`config.mk`:
```
export PLATFORM = sky130hd
export DESIGN_NAME = fetch_unit_flat
export DESIGN_NICKNAME = d
export VERILOG_FILES = /design/src/rtl/fetch_unit_pkg.sv /design/src/rtl/fetch_unit_if.sv /design/src/rtl/fetch_fifo.sv /design/src/rtl/fetch_unit.sv /design/src/flat_wrapper.sv
export SDC_FILE = /design/constraint.sdc
export NUM_CORES = 1
export LEC_CHECK = 0
export ABC_CLOCK_PERIOD_IN_PS = 2800
export BUFFER_PORTS_ARGS = -buffer_cell sky130_fd_sc_hd__buf_2
export CAP_MARGIN = 20
export CELL_PAD_IN_SITES_DETAIL_PLACEMENT = 0
export CELL_PAD_IN_SITES_GLOBAL_PLACEMENT = 1
export CORE_MARGIN = 4
export CORE_UTILIZATION = 44
export CTS_CLUSTER_DIAMETER = 30
export DETAILED_ROUTE_END_ITERATION = 8
export PLACE_DENSITY = 0.82
export SYNTH_ARGS = -nofsm -noshare
export SYNTH_HDL_FRONTEND = slang
export SYNTH_SLANG_ARGS = --single-unit
```
`constraint.sdc`:
```
create_clock -name clk -period 2.8 [get_ports clk]
set_input_delay 0.42 -clock clk [delete_from_list [all_inputs] [get_ports clk]]
set_output_delay 0.42 -clock clk [all_outputs]
set_load 0.02 [all_outputs]
```
`src/rtl/fetch_unit_pkg.sv`:
```
// rtl/fetch_unit_pkg.sv - shared CPU package for the instruction fetch path
//
// Purpose: FSM state encoding, default reset PC and instruction-width
// helpers shared by the fetch interface, the fetch unit and its bench.
// Ports: none (package).
package fetch_unit_pkg;

  typedef enum logic {
    S_IDLE = 1'b0,
    S_RUN  = 1'b1
  } fetch_state_e;

  localparam logic [31:0] DEFAULT_RESET_PC = 32'h0000_0000;
  localparam int          WORD_W           = 32;
  localparam int          DEFAULT_CORES    = 1;
  localparam int          INSTR_W          = WORD_W * DEFAULT_CORES;

  // Instruction word width for a given core count (32*CORES).
  function automatic int instr_w(input int cores);
    return WORD_W * cores;
  endfunction

endpackage

```
`src/rtl/fetch_unit_if.sv`:
```
// rtl/fetch_unit_if.sv - memory and instruction-stream bundle of the fetch unit
//
// Purpose: groups the memory request/response, redirect and instruction
// handshake signals of the fetch unit.
// Signals:
//   mem_address  fetch -> memory  word address
//   mem_data     memory -> fetch  read data for the address of the previous edge
//   redirect     core -> fetch    flush and restart at redirect_pc
//   redirect_pc  core -> fetch    restart word address
//   instr_valid  fetch -> core    head entry valid
//   instr        fetch -> core    head instruction word
//   instr_pc     fetch -> core    word address of instr
//   instr_ready  core -> fetch    consumer accepts head entry
// Modports: master (fetch unit side), slave (memory/core side).
interface fetch_unit_if
  import fetch_unit_pkg::*;
#(
  parameter int CORES = 1
);

  logic [31:0]               mem_address;
  logic [instr_w(CORES)-1:0] mem_data;
  logic                      redirect;
  logic [31:0]               redirect_pc;
  logic                      instr_valid;
  logic [instr_w(CORES)-1:0] instr;
  logic [31:0]               instr_pc;
  logic                      instr_ready;

  modport master (
    output mem_address,
    input  mem_data,
    input  redirect,
    input  redirect_pc,
    output instr_valid,
    output instr,
    output instr_pc,
    input  instr_ready
  );

  modport slave (
    input  mem_address,
    output mem_data,
    output redirect,
    output redirect_pc,
    input  instr_valid,
    input  instr,
    input  instr_pc,
    output instr_ready
  );

endinterface

```
`src/rtl/fetch_fifo.sv`:
```
// rtl/fetch_fifo.sv - instruction buffer FIFO of the fetch unit
//
// Purpose: DEPTH-entry FIFO (DEPTH a power of two, >= 2) holding fetched
// {instr, pc} entries; the head is presented combinationally on rdata.
// Ports:
//   clk, rst_n       clock, synchronous active-low reset (pointers/count only)
//   push, wdata      write an entry (ignored when full)
//   pop              remove the head entry (ignored when empty)
//   flush            empty the FIFO; overrides push and pop in the same cycle
//   rdata            head entry
//   full, empty      occupancy flags
//   count            number of stored entries
module fetch_fifo #(
  parameter  int WIDTH = 64,
  parameter  int DEPTH = 4,
  localparam int AW    = $clog2(DEPTH),
  localparam int CW    = AW + 1
) (
  input  logic             clk,
  input  logic             rst_n,
  input  logic             push,
  input  logic             pop,
  input  logic             flush,
  input  logic [WIDTH-1:0] wdata,
  output logic [WIDTH-1:0] rdata,
  output logic             full,
  output logic             empty,
  output logic [CW-1:0]    count
);

  logic [WIDTH-1:0] r_mem [DEPTH];
  logic [AW-1:0]    r_wptr;
  logic [AW-1:0]    r_rptr;
  logic [CW-1:0]    r_count;
  logic             w_push;
  logic             w_pop;

  assign w_push = push && !full;
  assign w_pop  = pop && !empty;

  // Pointers wrap naturally because DEPTH is a power of two.
  always_ff @(posedge clk) begin
    if (!rst_n || flush) begin
      r_wptr  <= '0;
      r_rptr  <= '0;
      r_count <= '0;
    end else begin
      if (w_push) r_wptr <= r_wptr + AW'(1);
      if (w_pop)  r_rptr <= r_rptr + AW'(1);
      case ({w_push, w_pop})
        2'b10:   r_count <= r_count + CW'(1);
        2'b01:   r_count <= r_count - CW'(1);
        default: r_count <= r_count;
      endcase
    end
  end

  // Storage is not reset: contents are only observed while count != 0.
  always_ff @(posedge clk) begin
    if (w_push) r_mem[r_wptr] <= wdata;
  end

  assign rdata = r_mem[r_rptr];
  assign full  = (r_count == CW'(DEPTH));
  assign empty = (r_count == '0);
  assign count = r_count;

endmodule

```
`src/rtl/fetch_unit.sv`:
```
// rtl/fetch_unit.sv - sequential instruction fetch with redirect and buffer
//
// Purpose: issues word-addressed fetches, captures responses one cycle later
// into a DEPTH-entry buffer and hands them to the consumer; redirect flushes
// everything and restarts at redirect_pc.
// Ports:
//   clk    sole clock, rising edge
//   rst_n  synchronous active-low reset
//   bus    fetch_unit_if.master (memory request/response, redirect, instr stream)
module fetch_unit
  import fetch_unit_pkg::*;
#(
  parameter int          CORES    = 1,
  parameter int          DEPTH    = 4,
  parameter logic [31:0] RESET_PC = DEFAULT_RESET_PC
) (
  input  logic          clk,
  input  logic          rst_n,
  fetch_unit_if.master  bus
);

  localparam int IW = instr_w(CORES);
  localparam int CW = $clog2(DEPTH) + 1;

  fetch_state_e     r_state;
  fetch_state_e     w_state_next;
  logic [31:0]      r_pc;
  logic [31:0]      r_req_pc;
  logic             r_pend;
  logic             w_issue;
  logic [CW-1:0]    w_count;
  logic [CW:0]      w_occupancy;
  logic             w_full;
  logic             w_empty;
  logic [IW+31:0]   w_head;

  // State register.
  always_ff @(posedge clk) begin
    if (!rst_n) r_state <= S_IDLE;
    else        r_state <= w_state_next;
  end

  // Next state: IDLE lasts one cycle, RUN holds until reset.
  always_comb begin
    w_state_next = r_state;
    case (r_state)
      S_IDLE:  w_state_next = S_RUN;
      S_RUN:   w_state_next = S_RUN;
      default: w_state_next = S_IDLE;
    endcase
  end

  // Buffered plus in-flight entries; a same-cycle pop is deliberately not
  // credited, so the buffer can never be overrun by the pending response.
  assign w_occupancy = {1'b0, w_count} + {{CW{1'b0}}, r_pend};

  // Output decode: issue a request this cycle.
  always_comb begin
    w_issue = 1'b0;
    if (r_state == S_RUN && !bus.redirect && w_occupancy < (CW+1)'(DEPTH))
      w_issue = 1'b1;
  end

  // Redirect forces w_issue low, which also drops any in-flight response.
  always_ff @(posedge clk) begin
    if (!rst_n) begin
      r_pc   <= RESET_PC;
      r_pend <= 1'b0;
    end else begin
      r_pend <= w_issue;
      if (bus.redirect)  r_pc <= bus.redirect_pc;
      else if (w_issue)  r_pc <= r_pc + 32'd1;
    end
  end

  // Address of the outstanding request, paired with mem_data next cycle.
  always_ff @(posedge clk) begin
    if (w_issue) r_req_pc <= r_pc;
  end

  fetch_fifo #(
    .WIDTH (IW + 32),
    .DEPTH (DEPTH)
  ) u_fifo (
    .clk   (clk),
    .rst_n (rst_n),
    .push  (r_pend),
    .pop   (bus.instr_ready),
    .flush (bus.redirect),
    .wdata ({bus.mem_data, r_req_pc}),
    .rdata (w_head),
    .full  (w_full),
    .empty (w_empty),
    .count (w_count)
  );

  // Issue throttling makes a push into a full buffer unreachable.
  always_ff @(posedge clk) begin
    if (rst_n && !bus.redirect) assert (!(r_pend && w_full));
  end

  assign bus.mem_address        = r_pc;
  assign bus.instr_valid        = !w_empty;
  assign {bus.instr, bus.instr_pc} = w_head;

endmodule

```
`src/flat_wrapper.sv`:
```
// flat-port wrapper written by rule: the top's interface ports become plain ports
module fetch_unit_flat import fetch_unit_pkg::*;
#(
  parameter int          CORES    = 1,
  parameter int          DEPTH    = 4,
  parameter logic [31:0] RESET_PC = DEFAULT_RESET_PC
)
  (clk, rst_n, bus_mem_address, bus_mem_data, bus_redirect, bus_redirect_pc, bus_instr_valid, bus_instr, bus_instr_pc, bus_instr_ready);
  fetch_unit_if #(.CORES(CORES)) bus_i ();
  input  logic clk;
  input  logic rst_n;
  output wire logic [$bits(bus_i.mem_address)-1:0] bus_mem_address;
  input wire logic [$bits(bus_i.mem_data)-1:0] bus_mem_data;
  input wire logic [$bits(bus_i.redirect)-1:0] bus_redirect;
  input wire logic [$bits(bus_i.redirect_pc)-1:0] bus_redirect_pc;
  output wire logic [$bits(bus_i.instr_valid)-1:0] bus_instr_valid;
  output wire logic [$bits(bus_i.instr)-1:0] bus_instr;
  output wire logic [$bits(bus_i.instr_pc)-1:0] bus_instr_pc;
  input wire logic [$bits(bus_i.instr_ready)-1:0] bus_instr_ready;
  assign bus_mem_address = bus_i.mem_address;
  assign bus_i.mem_data = bus_mem_data;
  assign bus_i.redirect = bus_redirect;
  assign bus_i.redirect_pc = bus_redirect_pc;
  assign bus_instr_valid = bus_i.instr_valid;
  assign bus_instr = bus_i.instr;
  assign bus_instr_pc = bus_i.instr_pc;
  assign bus_i.instr_ready = bus_instr_ready;
  fetch_unit #(.CORES(CORES), .DEPTH(DEPTH), .RESET_PC(RESET_PC)) u_core (.clk(clk), .rst_n(rst_n), .bus(bus_i));
endmodule
```
## After elaboration in Yosys (flattened, before gate mapping)

Memories as Yosys holds them, arrays and structs flattened. A register that Yosys moved wholly into a read port is not among the register bits.
Index checks and enable logic that the tools add are counted.

| storage, ports and cells | value |
|---|---|
| register bits after elaboration | 73 |
| latch bits | 0 |
| bits in writable memories | 256 |
| ROM bits | 0 |
| output and inout port bits | 97 |
| word-level logic and storage cells | 39 |
| memories | 1 |

Memory list:

| name | words | width | read ports | clocked after Yosys merged registers in | write ports | RTL line | text |
|---|---|---|---|---|---|---|---|
| u_core.u_fifo.r_mem | 4 | 64 | 1 | 1 | 1 | fetch_fifo.sv:31 | `logic [WIDTH-1:0] r_mem [DEPTH];` |

| cells by class | value |
|---|---|
| add/subtract/negate cells | 6 |
| $mul | 0 |
| divide/modulo/power cells | 0 |
| order comparisons | 1 |
| equality and inequality tests | 3 |
| shift operators | 0 |
| multiplexer cells | 9 |
| bitwise operators | 0 |
| reductions and logical operators | 12 |

Operator list:

| kind | count |
|---|---|
| 32-bit 2-to-1 mux | 2 |
| 32-bit by 1-bit adder with 32-bit output, second input constant | 1 |
| 3-bit one-hot mux with 2 select lines | 1 |
| 2-bit by 1-bit adder with 2-bit output, second input constant | 2 |
| 3-bit by 1-bit adder with 4-bit output | 1 |
| 1-bit logical AND | 4 |
| 1-bit logical NOT | 4 |
| 4-bit by 3-bit < comparator with 1-bit output, second input constant | 1 |
| 1-bit 2-to-1 mux | 4 |
| 2-bit 2-to-1 mux | 2 |
| 2-bit nonzero test | 2 |
| 3-bit by 1-bit adder with 3-bit output, second input constant | 1 |
| 3-bit == test, second input constant | 1 |
| 3-bit logical NOT | 1 |
| 3-bit by 1-bit subtractor with 3-bit output, second input constant | 1 |
| 2-bit by 1-bit == test with 1-bit output, second input constant | 1 |
| 2-bit == test, second input constant | 1 |
| 1-bit logical OR | 1 |

## Longest topological paths before layout

Gate-level depths: netlist of the first run.

| depth | value |
|---|---|
| depth in word-level cells | 6 |
| depth in mapped cells | 9 |

## Modules after synthesis

Synthesis of the first run repeated with hierarchy kept, for this count alone.

| second synthesis, totals | value |
|---|---|
| cell total of the unflattened synthesis | 683 |
| area total of the unflattened synthesis | 12,822.3 sq um |

By module, submodules not included:

| module | times used | cells an instance | area an instance (sq um) | sequential area each (sq um) |
|---|---|---|---|---|
| fetch_fifo | 1 | 389 | 9,788.1 | 7,867.5 |
| fetch_unit | 1 | 294 | 3,034.2 | 1,641.6 |

## Least setup slack after synthesis of the first run

No wires, ideal clock.

| path | value |
|---|---|
| path kind | flip-flop to flip-flop |
| start | register u_core.u_fifo.r_count[0], in the netlist u_core.u_fifo.count[0] |
| end | memory u_core.u_fifo.r_mem[1][0] (enable) |
| library setup time | 429 ps |
| arrival | 2,434 ps |
| path slack | -63 ps |
| stages on the path, launching flop included | 4 |
| path buffers | 0 |
| period minus slack after synthesis | 2,863 ps |
| cell sequence | dfxtp_1 -> inv_1 -> a31oi_1 -> and2_1 |

| between the ends | value |
|---|---|
| cells in the longest elaborated chain, start to end | 5 |

RTL lines:

| what | RTL line | text |
|---|---|---|
| from (decl) | fetch_fifo.sv:34 | `logic [CW-1:0] r_count;` |
| from (signal assigned) | fetch_fifo.sv:51 | `2'b10: r_count <= r_count + CW'(1);` |
| from (signal assigned) | fetch_fifo.sv:52 | `2'b01: r_count <= r_count - CW'(1);` |
| from (signal assigned) | fetch_fifo.sv:53 | `default: r_count <= r_count;` |
| 3-bit == test | fetch_fifo.sv:64 | `assign full = (r_count == CW'(DEPTH));` |
| 1-bit logical NOT | fetch_fifo.sv:38 | `assign w_push = push && !full;` |
| 1-bit logical AND | fetch_fifo.sv:38 |  |
| 1-bit 2-to-1 mux | fetch_fifo.sv:60 | `if (w_push) r_mem[r_wptr] <= wdata;` |
| 1-bit 2-to-1 mux (not written as such) | fetch_fifo.sv:60 |  |
| to (decl) | fetch_fifo.sv:31 |  |

No other way between the ends.

==> impl_results.md, run 1 <==
* Synthesized area at 12400 um2
* Critical path type: reg -> out
* Peak VDD IR at 0.489 mV
* First-pass detailed-route iteration total at 4
* Synthesized flop and latch total at 331
* Initial drt markers at 363
* Wirelength, routed at 25.3 mm
* HP Class: in -> reg
* Ant diodes at 0
* WL per Instance at 19.7 um
* Post-Synthesis Cells at 638
* CTS buffer count at 58
* Crit end category: output port
* Final setup vio count at 0
* Post-CTS setup buffers at 0
* Syn Area/Cell at 19.5 um2
* Crit-path max FO at 64
* Final Hold Fails at 0
* Post-synth ARST share at 0
* Site row count at a little over 60
* Initial core utilization at 0.447
* Status: finished, final reports clean
* Cell taking the most area after synthesis: edfxtp_1
* Routed Antenna Nets at 0
* Actual slew at the worst max-slew pin at 711 ps
* Period minus WS final at 2590 ps
* Sequential power share at 0.408
* Max_cap viols at 0
* Syn nets at about 710
* Clk buf depth at 3
* Worst EP required at between 2000 and 2500 ps
* CTS tree: yes
* Post-synthesis sequential area ratio at 0.764
* Net Sw Frac at 0.210
* DR vias/cell at 5.14
* P&R area growth vs syn at 28.9%
* H-Tree Depth at 2
* Comb pwr share at 0.030
* Final Cycle Share at 0.926
* Peak Freq at between 0.3 and 0.4 GHz
* Max_slew headroom at 0.524
* Switching component of the power at 0.00286 W
* Core area at 27900 um2
* Post-CTS sizing at 0
* Routed vias at 6590
* Post-synth top flop: edfxtp_1
* Clock Latency Late Sink at between 500 and 600 ps
* DRC Markers at 0
* Buffers on Ports at 164
* Die height at 176 um
* PD cells at 849 nW/um2
* EDFF count, synth at roughly 290
* Clock Skews at roughly 11 ps
* Grt ovf at 0
* Max Slew Vio Count at 0
* # hold bufs at CTS at 0
* # IOs at 165
* Layout cell share with drive strength beyond 1 at 0.403
* RSZ-0062 raised after global routing: no
* Vias in the first global route at between 6000 and 7000
* RePlAce Congestion at 0.772
* Startpoint types: flip-flop
* Pin count of the biggest net entering global routing at 65
* Setup TNS Final at 0 ps
* Distinct cells, synth at 38
* Crit path DAT at 2170 ps
* Ys Warns at 0
* Clk Tree Root Cell: clkbuf_16
* Reg2reg setup slack at 740 ps
* Area share of the largest cell type after synthesis at 0.695
* First-pass GRT wire length at 39.7 mm
* PnR Total Power at 0.0136 W
* Post-DP HPWL at 16.1 mm
* Die area at 31000 um2
* WHS at roughly 75 ps
* Nets at 928
* Leak at about 5.6 nW
* Clock transition at the registers of the reported paths at about 60 ps
* Clock network fraction of total power at 0.562
* Clock Sinks at about 330
* Synth top area cells: edfxtp_1 (69%), mux4_2 (12%), dfxtp_1 (6.9%)
* Initial antenna violation count at 0
* Internal power at roughly 0.011 W
* Overall global routing resource usage at 0.163
* Die X at 176 um
## synth_stat cells (2+ instances only)
cell type	count
and2_1	7
xor2_1	27
nor2_1	19
nand2_1	15
nor3_1	3
nand2b_1	2
dfxtp_1	43
o22ai_1	4
and3_1	7
edfxtp_1	288
a21oi_1	30
nand4_1	12
xnor2_1	9
buf_2	8
o21ai_0	26
nor4_4	2
mux4_2	64
clkbuf_1	15
nand3_1	17
inv_1	12
mux2i_1	3
nor4_1	3
or3_1	2
ha_1	6
## state kept, by name, indices dropped and copies added, names as in the netlist, named ones only
name / flops
u_core.r_req_pc: 32
u_core.u_fifo.r_rptr: 2
u_core.u_fifo.r_wptr: 2
u_core.r_pend: 1
u_core.r_state: 1
u_core.u_fifo.count: 3
u_core.bus.mem_address: 32
u_core.u_fifo.r_mem: 256
## area by class of cell
class / count / area, um2
Clock inverter: 50 / 697
Tap cell: 378 / 473
Inverter: 13 / 48.8
Clock buffer: 60 / 1480
Timing Repair Buffer: 180 / 1030
Multi-Input combinational cell: 269 / 2800
Fill cell: 2118 / 11800
Sequential cell: 331 / 9520
## metrics by stage
step	worst slack, ps	std cells	cell area, um2	utilization
3_5_place_dp	733	1171	13900	0.498
5_1_grt	71.5	1281	16000	0.576
2_1_floorplan	270	638	12500	-
6_report	207	1281	16000	0.576
3_3_place_gp	732	1171	13900	0.498
4_1_cts	132	1281	16000	0.576
## placed cells by master (no fill, tap or decap), types with 4 or more instances in the layout
master,count
a21oi_1,30
and2_4,4
and3_1,7
buf_12,7
buf_2,164
buf_4,9
bufinv_16,13
clkbuf_16,59
clkinv_1,5
clkinv_2,4
clkinv_4,5
clkinvlp_4,5
dfxtp_1,41
edfxtp_1,288
ha_1,6
inv_1,12
inv_6,13
inv_8,5
mux4_2,64
nand2_1,15
nand3_1,17
nand4_1,12
nor2_1,18
o21ai_0,26
o22ai_1,4
xnor2_1,9
xor2_1,27
## cell families after synthesis
logic type      after synthesis  share of synthesized area
compound gates               62                     0.0254
xor+xnor                     36                     0.0253
fa+ha+maj                     7                    0.00764
buf+inv                      38                     0.0126
flops                       331                      0.764
mux                          68                      0.119
simple gates                 96                     0.0459
## per-layer routing
layer,share of wire,track usage
met2,0.48,0.260
met1,0.44,0.229
met3,0.061,0.0398
met4,0.017,0.0422
met5,0,0
## path summary, 6_finish.rpt
| kind | from | to | cells past startpoint |
|---|---|---|---|
| setup reg to reg | u_core.u_fifo.count[2]$_SDFFE_PP0P_ | u_core.u_fifo.count[2]$_SDFFE_PP0P_ | 8 |
| hold reg to reg | u_core.r_req_pc[21]$_DFFE_PP_ | u_core.u_fifo.r_mem[3][21]$_DFFE_PP_ | 0 |
| setup / recovery | flip-flop | bus_instr_pc[14] | 3 |
| hold / removal | bus_mem_data[22] | u_core.u_fifo.r_mem[3][54]$_DFFE_PP_ | 1 |
## power groups by stage
stage | clock network [W] | logic, W | registers, W
detailed placement | 0 | 0.000416 | 0.00565
floorplan | 0 | 0.000192 | 0.00566
CTS | 0.00778 | 0.000419 | 0.00555
global placement | 0 | 0.000411 | 0.00565
finish | 0.00765 | 0.000412 | 0.00555
global route | 0.00807 | 0.000448 | 0.00556
## worst max-delay path, cell delays in order, from the launching register on
cell and delay (ps):
dfxtp_4 340, buf_12 430, mux4_2 620, buf_2 190
(Power assumes the default switching activity.)
==> inputs of run 2 (changes only) <==
- ABC_AREA: default -> 1
- CORE_UTILIZATION: 44 -> 42
- PLACE_DENSITY: 0.82 -> 0.83
==> run 2 against run 1 <==
Compared with the run above:
- die area is 11% higher
- sequential cell count stayed put
- power is 0.77% higher
- cell count is 37% higher
- first-iteration DRC count is 56% higher
- worst hold slack better by 12 ps
- sequential power hardly changed
- register-to-register slack worse by 190 ps
- sequential share of layout area is 2.6 points lower
- global-route usage is 1.4 points higher
- largest cell class unchanged
==> impl_results.md, run 2 <==
* Status: finished, final reports clean
* CTS tree: yes
* PnR Total Power at 0.0137 W (+0.77%)
* Commonest non-fill, non-tap cell in the layout: edfxtp_1
* Crit-path max FO at 64 (unchanged)
* Most frequent cells in the layout: edfxtp_1 (288), nor2_1 (166), buf_2 (164), o21ai_0 (153), nand2_1 (149)
* Internal power at 0.0107 W (-0.65%)
* Net Sw Frac at 0.221 (+0.0111)
* Synthesized flop and latch total at 331 (unchanged)
* PD cells at 818 nW/um2 (-3.6%)
* Clock Sinks at 331 (unchanged)
* Clock transition at the registers of the reported paths at 50 ps (about the same)
* Comb pwr share at 0.036 (+0.006)
* Max Slew Vio Count at 0 (unchanged)
* HP Class: in -> reg
* Sequential power share at 0.406 (-0.002)
* H-Tree Depth at 3 (+1)
* WL per Instance at 17.6 um (-11%)
* P&R area growth vs syn at 26.7%
* Syn nets at 1189 (+67%)
* Post-Synthesis Cells at 1114 (+75%)
* First-pass GRT wire length at 47.8 mm (+21%)
* Die X at 186 um (+5.3%)
* Post-CTS setup buffers at 0 (unchanged)
* Die height at 186 um (+5.3%)
* Synth top area cells: edfxtp_1 (65%), dfxtp_1 (6.5%), o21ai_0 (5.8%)
* Initial core utilization at 0.430 (-0.0173)
* Clock Latency Late Sink at 540 ps (about the same)
* Pin count of the biggest net entering global routing at 89 (+37%)
* Met2 GRT Util at 0.293 (+0.0327)
* DRC Markers at 0 (unchanged)
* Peak Freq at 0.384 GHz (-0.44%)
* Post-CTS sizing at 0 (unchanged)
* Peak VDD IR at 0.469 mV (-4.0%)
* Max reg flops at 256 (unchanged)
* Leak at 6.18 nW (+11%)
* Most frequent cells after synthesis: edfxtp_1 (288), nor2_1 (170), o21ai_0 (153), nand2_1 (149), inv_1 (66)
* Grt met3 use at 0.0379 (-0.00192)
* Core area at 30800 um2 (+11%)
* Initial antenna violation count at 0 (unchanged)
* Post-synth top flop: edfxtp_1
* Startpoint types: flip-flop
* Overall global routing resource usage at 0.177 (+0.0136)
* DR vias/cell at 5.13 (-0.35%)
* CTS buffer count at 68 (+17%)
* Area share of the largest cell type after synthesis at 0.653 (-0.0417)
* Crit path DAT at 2180 ps (about the same)
* Critical path type: reg -> out
* EDFF count, synth at 288 (unchanged)
* Buffers on Ports at 164 (unchanged)
* Post-DP HPWL at 18.5 mm (+15%)
* Nets at 1386 (+49%)
* Routed Antenna Nets at 0 (unchanged)
* Met1 GRT Util at 0.233 (+0.00451)
* Site row count at 64 (+4.9%)
* Cell taking the most area after synthesis: edfxtp_1
* Switching component of the power at 0.00303 W (+6.1%)
* Wirelength, routed at 31.0 mm (+23%)
* Post-synth ARST share at 0 (unchanged)
* Layout cell share with drive strength beyond 1 at 0.243 (-0.160)
* Period minus WS final at 2600 ps (+11.5 ps)
* Final Cycle Share at 0.930 (+0.00410)
* Max_cap viols at 0 (unchanged)
* Vias in the first global route at 8890 (+27%)
* Actual slew at the worst max-slew pin at 998 ps (+287 ps)
* Worst EP required at 2380 ps (about the same)
* Synthesized area at 13200 um2 (+6.4%)
* Routed vias at 9012 (+37%)
* Clock network fraction of total power at 0.558 (-0.004)
* Final setup vio count at 0 (unchanged)
* Grt ovf at 0 (unchanged)
* RePlAce Congestion at 0.840 (+8.8%)
* Die area at 34400 um2 (+11%)
* # hold bufs at CTS at 0 (unchanged)
* Clk Tree Root Cell: clkbuf_16
* Final Hold Fails at 0 (unchanged)
* Biggest register: u_core.u_fifo.r_mem
* RSZ-0062 raised after global routing: no
* Max_slew headroom at 0.335 (-0.189)
* Post-synthesis sequential area ratio at 0.718 (-0.0458)
* Most common cell in the synthesized netlist: edfxtp_1
* Initial drt markers at 566 (+56%)
* Ant diodes at 0 (unchanged)
* First-pass detailed-route iteration total at 5 (+1)
* Crit end category: output port
* WHS at 87.4 ps (+12.3 ps)
* Syn Area/Cell at 11.9 um2 (-39%)
* Ys Warns at 0 (unchanged)
* # IOs at 165 (unchanged)
* Clock Skews at 21.2 ps (+9.97 ps)
* Distinct cells, synth at 41 (+7.9%)
* Clk buf depth at 3 (unchanged)
* GRT Max-Usage Layer: met2
[run 2: cells by family (layout without fill, tap and decap cells)]
family / count (synthesis) / after routing / synth area share
flip-flops: 331 / 331 / 0.718
AO/OA/AOI/OAI: 255 / 255 / 0.106
buffers and inverters: 123 / 371 / 0.0389
XOR/XNOR: 8 / 8 / 0.00529
AND/OR/NAND/NOR: 390 / 390 / 0.124
adder cells (fa/ha/maj): 7 / 7 / 0.00718
[run 2: final cells by class]
class                           count  area, um2
Sequential cell                   331       9510
Clock buffer                       73       1720
Inverter                           70        269
Multi-Input combinational cell    660       3250
Fill cell                        2585      14100
Timing Repair Buffer              180       1020
Clock inverter                     48        513
Tap cell                          396        495
[run 2: through the flow]
stage	TNS, ps	area, um2	utilization	setup slack [ps]	instances
after global routing	0	16800	0.544	27.4	1758
after detailed placement	0	14500	0.472	549	1637
final	0	16800	0.544	196	1758
after CTS	0	16800	0.544	139	1758
after floorplan	-237460	13200	-	-940	1114
after global placement	0	14500	0.472	543	1637
[run 2: path summary, 6_finish.rpt]
path | start | to | slack [ps] | cells after the start
max | flip-flop | bus_instr_pc[24] | 200 | 4
min | bus_mem_data[6] | u_core.u_fifo.r_mem[3][38]$_DFFE_PP_ | 90 | 1
max reg2reg | u_core.u_fifo.count[2]$_SDFFE_PP0P_ | u_core.u_fifo.count[2]$_SDFFE_PP0P_ | 550 | 9
min reg2reg | u_core.r_req_pc[21]$_DFFE_PP_ | u_core.u_fifo.r_mem[2][21]$_DFFE_PP_ | 490 | 0
[run 2: critical path, stage by stage (launching register included)]
cell and delay (ps):
dfxtp_2 330, buf_4 580, o21ai_0 190, o22ai_1 310, buf_2 230
[run 2: power by group through the flow]
stage	combinational [W]	sequential (W)	clock, W
after floorplan	0.000252	0.00566	0
final	0.000489	0.00557	0.00766
after global routing	0.000541	0.00558	0.00804
after CTS	0.000495	0.00557	0.00781
after detailed placement	0.000492	0.00566	0
after global placement	0.000483	0.00566	0
[run 2: routing by layer]
layer | part of all wire | up-vias
met3 | 0.057 | 57
met4 | 0.023 | 0
li1 | - | 4377
met1 | 0.45 | 4298
met2 | 0.47 | 280
met5 | 0 | -
==> inputs of run 3 (changes only) <==
- MAX_ROUTING_LAYER: default -> met4
==> run 3 against run 2 <==
Compared with the run above:
- critical path depth unchanged
- critical path type unchanged
- utilization unchanged
- maximum frequency down 0.54%
- largest cell class unchanged
- critical endpoint unchanged
- largest power group unchanged
==> impl_results.md, run 3 (synthesized netlist as in run 2, its figures left out) <==
* Status: finished, final reports clean
* R2R cell count at 9 (unchanged)
* Grt ovf at 0 (unchanged)
* Critical-path top delay cell: buf_4
* Max_cap viols at 0 (unchanged)
* Crit end category: output port
* Commonest non-fill, non-tap cell in the layout: edfxtp_1
* Clock Latency Late Sink at 540 ps (about the same)
* First-pass GRT wire length at 47.8 mm (about the same)
* P&R area growth vs syn at 26.7% (unchanged)
* Max Slew Vio Count at 0 (unchanged)
* Clk Tree Root Cell: clkbuf_16
* Final Hold Fails at 0 (unchanged)
* Worst Hold End: u_core.u_fifo.r_mem[3][38]$_DFFE_PP_
* Internal power at 0.0107 W (about the same)
* CTS buffer count at 68 (unchanged)
* DR vias/cell at 5.12 (-0.20%)
* First-pass detailed-route iteration total at 4 (-1)
* Startpoint types: flip-flop
* Max_slew headroom at 0.331 (-0.00320)
* Switching component of the power at 0.00302 W (-0.32%)
* Actual slew at the worst max-slew pin at 1000 ps (+4.79 ps)
* Biggest register: u_core.u_fifo.r_mem
* Net Sw Frac at 0.220 (-0.000538)
* Crit-path max cell delay at 580 ps (about the same)
* Initial antenna violation count at 0 (unchanged)
* Clock Skews at 19.1 ps (-2.16 ps)
* WL per Instance at 17.6 um (about the same)
* Cells along the critical path: buf_4, o21ai_0, o22ai_1, buf_2
* HP Class: in -> reg
* Crit Reg-Reg Startpoint: u_core.u_fifo.count[2]$_SDFFE_PP0P_
* Site row count at 64 (unchanged)
* Initial core utilization at 0.430 (unchanged)
* Routed Antenna Nets at 0 (unchanged)
* Final setup vio count at 0 (unchanged)
* Fillers at 2585 (unchanged)
* PD cells at 817 nW/um2 (about the same)
* CTS tree: yes
* Ant diodes at 0 (unchanged)
* Overall global routing resource usage at 0.183 (+0.00553)
* Post-CTS setup buffers at 0 (unchanged)
* Layout cell share with drive strength beyond 1 at 0.243 (unchanged)
* Period minus WS final at 2620 ps (+14.1 ps)
* # IOs at 165 (unchanged)
* Hold_sp: bus_mem_data[6]
* Fin area at 16800 um2 (unchanged)
* Leak at 6.18 nW (unchanged)
* Post-CTS sizing at 0 (unchanged)
* Initial drt markers at 552 (-2.5%)
* Hold Path Stages at 1 (unchanged)
* Pin count of the biggest net entering global routing at 89 (unchanged)
* Clock transition at the registers of the reported paths at 50 ps (about the same)
* Crit path DAT at 2200 ps (+20 ps)
* RSZ-0062 raised after global routing: no
* Placed cell areas at 14500 um2 (unchanged)
* Comb pwr share at 0.036 (about the same)
* Peak VDD IR at 0.469 mV (about the same)
* Buffers on Ports at 164 (unchanged)
* DRC Markers at 0 (unchanged)
* Top delay family on crit path: buffers and inverters
* Routed vias at 8994 (-0.20%)
* Wirelength, routed at 31.0 mm (about the same)
* Die X at 186 um (unchanged)
* CP Buf/Inv Count at 2 (unchanged)
* Crit-path max FO at 64 (unchanged)
* Final Cycle Share at 0.935 (+0.00505)
* Peak Freq at 0.382 GHz (-0.54%)
* Worst EP required at 2380 ps (about the same)
* Most frequent cells in the layout: edfxtp_1 (288), nor2_1 (166), buf_2 (164), o21ai_0 (153), nand2_1 (149)
* Clock network fraction of total power at 0.558 (about the same)
* Core area at 30800 um2 (unchanged)
* Reg2reg setup slack at 560 ps (about the same)
* Nets at 1386 (unchanged)
* Critical path type: reg -> out
* FF-to-FF End: u_core.u_fifo.count[2]$_SDFFE_PP0P_
* Sequential power share at 0.406 (about the same)
* Clock Sinks at 331 (unchanged)
* WHS at 86.0 ps (-1.39 ps)
* Max reg flops at 256 (unchanged)
* Die area at 34400 um2 (unchanged)
* Die height at 186 um (unchanged)
* Vias in the first global route at 8886 (-0.045%)
* Post-DP HPWL at 18.5 mm (unchanged)
* # hold bufs at CTS at 0 (unchanged)
* H-Tree Depth at 3 (unchanged)
* Clk buf depth at 3 (unchanged)
* RePlAce Congestion at 0.855 (+1.8%)
-- run 3: cell counts in the layout (fill, tap and decap cells not counted) --
Identical to the previous run, type by type.
-- run 3: metrics by stage --
stage	power (W)	TNS [ps]	utilization	setup slack (ps)	std cells
after floorplan	0.00591	-237460	-	-940	1114
after global placement	0.00614	0	0.472	543	1637
after detailed placement	0.00615	0	0.472	549	1637
after CTS	0.0139	0	0.544	139	1758
after global routing	0.0142	0	0.544	27.4	1758
final	0.0137	0	0.544	182	1758
-- run 3: layout make-up --
type	instances	area [um2]	area share
Clock buffer	73	1720	0.103
Clock inverter	48	513	0.0306
Inverter	70	269	0.0160
Multi-Input combinational cell	660	3250	0.194
Sequential cell	331	9510	0.567
Tap cell	396	495	0.0295
Timing Repair Buffer	180	1020	0.0606
-- run 3: power groups by stage --
stage	combinational [W]	clock, W	sequential [W]
after floorplan	0.000252	0	0.00566
after global placement	0.000483	0	0.00566
after detailed placement	0.000492	0	0.00566
after CTS	0.000495	0.00781	0.00557
after global routing	0.000541	0.00804	0.00558
final	0.000488	0.00765	0.00557
-- run 3: layer usage --
metal	GRT usage	up-vias	wire length [um]
met2	0.292	280	14700
met1	0.236	4278	13800
met3	0.0356	59	1740
met5	-	-	0
met4	0.0606	0	741
li1	-	4377	-
-- run 3: how the worst max path moves through the flow --
stage                                               end  depth (start not counted)
finish                                 bus_instr_pc[24]                          4
floorplan           u_core.u_fifo.r_mem[2][0]$_DFFE_PP_                          4
detailed placement  u_core.u_fifo.count[2]$_SDFFE_PP0P_                          9
global placement    u_core.u_fifo.count[2]$_SDFFE_PP0P_                          9
global route                           bus_instr_pc[15]                          4
CTS                                    bus_instr_pc[24]                          4
-- run 3: worst register-to-register path: cells and delay by family, from the launching register on --
kind	cells	cell delay (ps)
DFF	1	330
buffers and inverters	2	170
adders and majority gates	2	630
AOI/OAI and AO/OA	5	1070
